[src/rtl/output_pulse_driver_if.sv]
// Strobe/level bundle between control logic and the output pulse driver.
interface output_pulse_driver_if;
    logic riseevent;
    logic fallevent;
    logic level;
    logic busy;
    logic changed;
    logic dropped;

    // Control logic side: issues strobes, observes the line.
    modport master (
        output riseevent,
        output fallevent,
        input  level,
        input  busy,
        input  changed,
        input  dropped
    );

    // Driver side.
    modport slave (
        input  riseevent,
        input  fallevent,
        output level,
        output busy,
        output changed,
        output dropped
    );
endinterface

[src/rtl/output_pulse_driver.sv]
// Turns rise/fall request strobes into a clean output level in which each value is
// held for at least HoldTime cycles. A one-deep pending slot absorbs requests that
// arrive during the dwell window; the latest request wins.
module output_pulse_driver #(
    parameter int unsigned CounterWidth = 3,
    parameter int unsigned HoldTime     = 6
) (
    input  logic                  clk,
    input  logic                  reset,
    output_pulse_driver_if.slave  drv_if
);

    localparam logic [CounterWidth-1:0] CntMax = CounterWidth'(HoldTime - 1);

    logic                    level_q, level_d;
    logic                    busy_q, busy_d;
    logic                    changed_q, changed_d;
    logic                    dropped_q, dropped_d;
    logic                    pvalid_q, pvalid_d;
    logic                    pval_q, pval_d;
    logic [CounterWidth-1:0] cnt_q, cnt_d;

    logic has_req;
    logic req;
    logic both;
    logic tgt_valid;
    logic tgt_val;

    // Decode the strobes: exactly one set is a request, both set is a conflict.
    always_comb begin
        has_req   = drv_if.riseevent ^ drv_if.fallevent;
        req       = drv_if.riseevent;
        both      = drv_if.riseevent & drv_if.fallevent;
        // At dwell end a same-cycle request takes priority over the pending slot.
        tgt_valid = has_req | pvalid_q;
        tgt_val   = has_req ? req : pval_q;
    end

    // Next-state: idle acceptance, dwell counting/pending capture, end-of-dwell decision.
    always_comb begin
        level_d   = level_q;
        busy_d    = busy_q;
        changed_d = 1'b0;
        dropped_d = both;
        pvalid_d  = pvalid_q;
        pval_d    = pval_q;
        cnt_d     = cnt_q;

        if (!busy_q) begin
            if (has_req && (req != level_q)) begin
                level_d   = req;
                changed_d = 1'b1;
                busy_d    = 1'b1;
                cnt_d     = '0;
            end
        end else if (cnt_q != CntMax) begin
            cnt_d = cnt_q + 1'b1;
            if (has_req) begin
                pvalid_d  = 1'b1;
                pval_d    = req;
                dropped_d = dropped_d | pvalid_q;
            end
        end else begin
            pvalid_d  = 1'b0;
            dropped_d = dropped_d | (has_req & pvalid_q);
            if (tgt_valid && (tgt_val != level_q)) begin
                level_d   = tgt_val;
                changed_d = 1'b1;
                cnt_d     = '0;
            end else begin
                busy_d = 1'b0;
            end
        end
    end

    // State register; reset discards any pending request without reporting it.
    always_ff @(posedge clk or posedge reset) begin
        if (reset) begin
            level_q   <= 1'b0;
            busy_q    <= 1'b0;
            changed_q <= 1'b0;
            dropped_q <= 1'b0;
            pvalid_q  <= 1'b0;
            pval_q    <= 1'b0;
            cnt_q     <= '0;
        end else begin
            level_q   <= level_d;
            busy_q    <= busy_d;
            changed_q <= changed_d;
            dropped_q <= dropped_d;
            pvalid_q  <= pvalid_d;
            pval_q    <= pval_d;
            cnt_q     <= cnt_d;
        end
    end

    // All outputs come straight from registers.
    always_comb begin
        drv_if.level   = level_q;
        drv_if.busy    = busy_q;
        drv_if.changed = changed_q;
        drv_if.dropped = dropped_q;
    end

endmodule

[src/flat_wrapper.sv]
// flat-port wrapper written by rule: the top's interface ports become plain ports
module output_pulse_driver_flat 
#(
    parameter int unsigned CounterWidth = 3,
    parameter int unsigned HoldTime     = 6
)
  (clk, reset, drv_if_riseevent, drv_if_fallevent, drv_if_level, drv_if_busy, drv_if_changed, drv_if_dropped);
  output_pulse_driver_if drv_if_i ();
  input  logic clk;
  input  logic reset;
  input wire logic [$bits(drv_if_i.riseevent)-1:0] drv_if_riseevent;
  input wire logic [$bits(drv_if_i.fallevent)-1:0] drv_if_fallevent;
  output wire logic [$bits(drv_if_i.level)-1:0] drv_if_level;
  output wire logic [$bits(drv_if_i.busy)-1:0] drv_if_busy;
  output wire logic [$bits(drv_if_i.changed)-1:0] drv_if_changed;
  output wire logic [$bits(drv_if_i.dropped)-1:0] drv_if_dropped;
  assign drv_if_i.riseevent = drv_if_riseevent;
  assign drv_if_i.fallevent = drv_if_fallevent;
  assign drv_if_level = drv_if_i.level;
  assign drv_if_busy = drv_if_i.busy;
  assign drv_if_changed = drv_if_i.changed;
  assign drv_if_dropped = drv_if_i.dropped;
  output_pulse_driver #(.CounterWidth(CounterWidth), .HoldTime(HoldTime)) u_core (.clk(clk), .reset(reset), .drv_if(drv_if_i));
endmodule
[config.mk]
export PLATFORM = sky130hd
export DESIGN_NAME = output_pulse_driver_flat
export DESIGN_NICKNAME = d
export VERILOG_FILES = /design/src/rtl/output_pulse_driver_if.sv /design/src/rtl/output_pulse_driver.sv /design/src/flat_wrapper.sv
export SDC_FILE = /design/constraint.sdc
export NUM_CORES = 1
export LEC_CHECK = 0
export CAP_MARGIN = 20
export CORE_AREA = 4 4 41 43
export CTS_CLUSTER_DIAMETER = 50
export CTS_CLUSTER_SIZE = 40
export DETAILED_ROUTE_END_ITERATION = 16
export DIE_AREA = 0 0 45 47
export PLACE_DENSITY = 0.58
export SYNTH_ARGS = -nofsm -noshare
export SYNTH_HDL_FRONTEND = slang
export SYNTH_SLANG_ARGS = --single-unit
[constraint.sdc]
create_clock -name clk -period 1.6 [get_ports clk]
set_input_delay 0.16 -clock clk [delete_from_list [all_inputs] [get_ports clk]]
set_output_delay 0.16 -clock clk [all_outputs]
set_load 0.02 [all_outputs]
==> impl_metrics.yaml <==
outcome:
  status: "finished, final reports clean"
floorplan:
  core_um2: 1300
  die_h_um: 47
  pin_count: 8
  fp.dieArea_um2: 2120
  num_rows: 13
  initial_core_util_pct: 38.8
  fp.dieW_um: 45
yosys:
  ys_types: 24
  synth_area_um2: 505
  yosysWarnings: 0
  synth.yosys.seq_area_share_pct: 44.6
  synth_seq_cells: 9
  avgSynthCellArea_um2: 10.8
  synthCells: 47
  syn_nets: 52
routing:
  viasPerCell: 4.96
  drc: 0
  firstDrtPassIters: 4
  drt-initial-drc-count: 8
  routed_wl_um: 927
  num_vias: 372
  wl_per_cell_um: 12.4
  postRouteAntennaNets: 0
global_routing:
  grt-ovfl-total: 0
  grt_pass1_vias: 327
  grt_pass1_wl_um: 1580
  groute.usage.overall_pct: 11.3
  grt_max_degree: 10
  grt_antenna_before_repair: 0
sta:
  rsz0062_at_grt: "false"
  slew_viol_final: 0
  period_share_pct: 94.6
  period_minus_slack_ps: 1510
  skew_ps: 0.757
  max_clock_freq_mhz: 660
  setup_tns_ps: 0
  finalSetupViolations: 0
  timing_worst_slew_pin_value_ps: 353
  final-hold-violation-count: 0
  maxSlewHeadroom_pct: 76.4
critical_path:
  crit_path_end_kind: "primary output"
  r2r_start: "u_core.drv_if.busy"
  reg2regPathDepth: 4
  path_delay_family: "buffers and inverters"
  cp.required_ps: 1440
  cp_slowest_cell: "clkdlybuf4s50_1"
  cp.arrival_ps: 1350
  criticalPathCategory: "reg2out"
  worstPathCellList: "clkdlybuf4s50_1"
  critical_path_buf_inv_count: 1
  path_max_fanout: 6
  worst_setup_path_start_kind: "flop"
  r2r_slack_ps: 370
  slowest_delay_ps: 640
  regToRegEndpoint: "u_core.drv_if.level"
clocking:
  clkSlewWorstSetupHoldPaths_ps: 60
  ctsHoldBuffers: 0
  root_buffer: "clkbuf_4"
  cts_made_buffers: 3
  clk_latency_ps: 250
  cts_buffer_depth: 2
  cts_tree: "done"
  post_cts_buffers: 0
  ctsHtreeMaxLevel: 1
  clock_sinks: 9
  post_cts_resized: 0
power:
  totalPowerFinal_mw: 1.26
  peakVddDrop_v: 0.000749
  powerDensity_nw_per_um2: 1970
  p_leak_nw: 0.298
finish:
  fillers: 128
  drive_gt1_share_pct: 25.0
  area_delta_synth_final_pct: 26.2
  nNetsFinal: 66
  antennaDiodeCount: 0
run:
  cap_viol_max_count: 0
place:
  place.port_buffers: 7
  hpwl_um: 683
  gp_congestion: 0.756
worst_hold_path:
  hold_path.class: "in2async"
[cell usage in the layout (no fill, tap or decap), drive strengths merged, types with 2 or more instances in the layout]
cell           n
nor2           2
buf            4
clkbuf         4
clkdlybuf4s50  7
xor2           2
a31o           2
mux2           3
nand2          5
inv            4
nand3b         2
a21oi          3
nand4b         2
dfrtp          9
[layer usage]
metal | part of all wire [%] | wire [um] | global-route usage [%]
met5 | 0 | 0 | 0
met1 | 50 | 459 | 14.8
met3 | 3.2 | 30 | 3.45
met2 | 45 | 414 | 14.7
met4 | 2.5 | 23 | 10.5
[metrics by stage]
stage / hold slack [ps] / util, % / std cells / instance area (um2) / worst slack, ps
after CTS: 173 / 49.0 / 75 / 638 / 70.3
after global routing: 206 / 49.0 / 75 / 638 / 10.6
after global placement: 455 / 47.0 / 71 / 612 / -59.0
final: 163 / 49.0 / 75 / 638 / 85.9
after floorplan: -12.1 / - / 47 / 505 / 369
after detailed placement: 459 / 47.0 / 71 / 612 / -72.0
[worst max-delay path by stage]
stage | endpoint | slack, ps | cells past startpoint | start
2_1_floorplan | u_core.cnt_q[2] | 370 | 5 | drv_if_fallevent
3_3_place_gp | u_core.cnt_q[2] | -60 | 5 | drv_if_riseevent
5_1_grt | drv_if_busy | 10 | 1 | u_core.drv_if.busy
6_report | drv_if_level | 90 | 1 | u_core.drv_if.level
4_1_cts | drv_if_level | 70 | 1 | u_core.drv_if.level
3_5_place_dp | u_core.cnt_q[2] | -70 | 5 | drv_if_riseevent
[logic make-up after synthesis]
family,share of synthesized area (%)
buffers and inverters,5.44
flip-flops,44.6
XOR/XNOR,3.47
adder cells (fa/ha/maj),2.47
AO/OA/AOI/OAI,18.1
multiplexers,6.68
AND/OR/NAND/NOR,19.3
[cell usage after synthesis, drive strengths merged]
library cell	n	share of area, %
a21boi	1	1.5
a21oi	3	3.0
a221oi	1	3.0
a22o	1	1.7
a22oi	1	2.5
a31o	2	3.5
a32o	1	2.0
and2b	1	1.5
and3b	1	1.7
buf	2	2.5
dfrtp	9	45
ha	1	2.5
inv	4	3.0
mux2	3	6.7
nand2	5	3.7
nand3	1	0.99
nand3b	2	5.4
nand4b	2	3.5
nor2	2	1.5
nor3	1	0.99
o21ai	1	0.99
xor2	2	3.5
[where the power goes]
group | total, mW | switching, mW | internal (mW)
clock | 0.176 | 0.0801 | 0.0961
combinational | 0.612 | 0.265 | 0.346
sequential | 0.472 | 0.139 | 0.333
total | 1.26 | 0.484 | 0.775
[flip-flops by register name, summed over array words and instances, names as in the netlist]
| name | flops |
|---|---|
| u_core.cnt_q | 3 |
| u_core.drv_if.busy | 1 |
| u_core.drv_if.changed | 1 |
| u_core.drv_if.dropped | 1 |
| u_core.drv_if.level | 1 |
| u_core.pval_q | 1 |
| u_core.pvalid_q | 1 |
[final cells by class]
class / count / area [um2] / area share, %
multi-input combinational: 32 / 253 / 39.6
sequential: 9 / 225 / 35.3
timing repair buffer: 11 / 100 / 15.7
clock buffer: 4 / 26.3 / 4.12
tap: 15 / 18.8 / 2.94
inverter: 4 / 15.0 / 2.35
(Power assumes the default switching activity.)
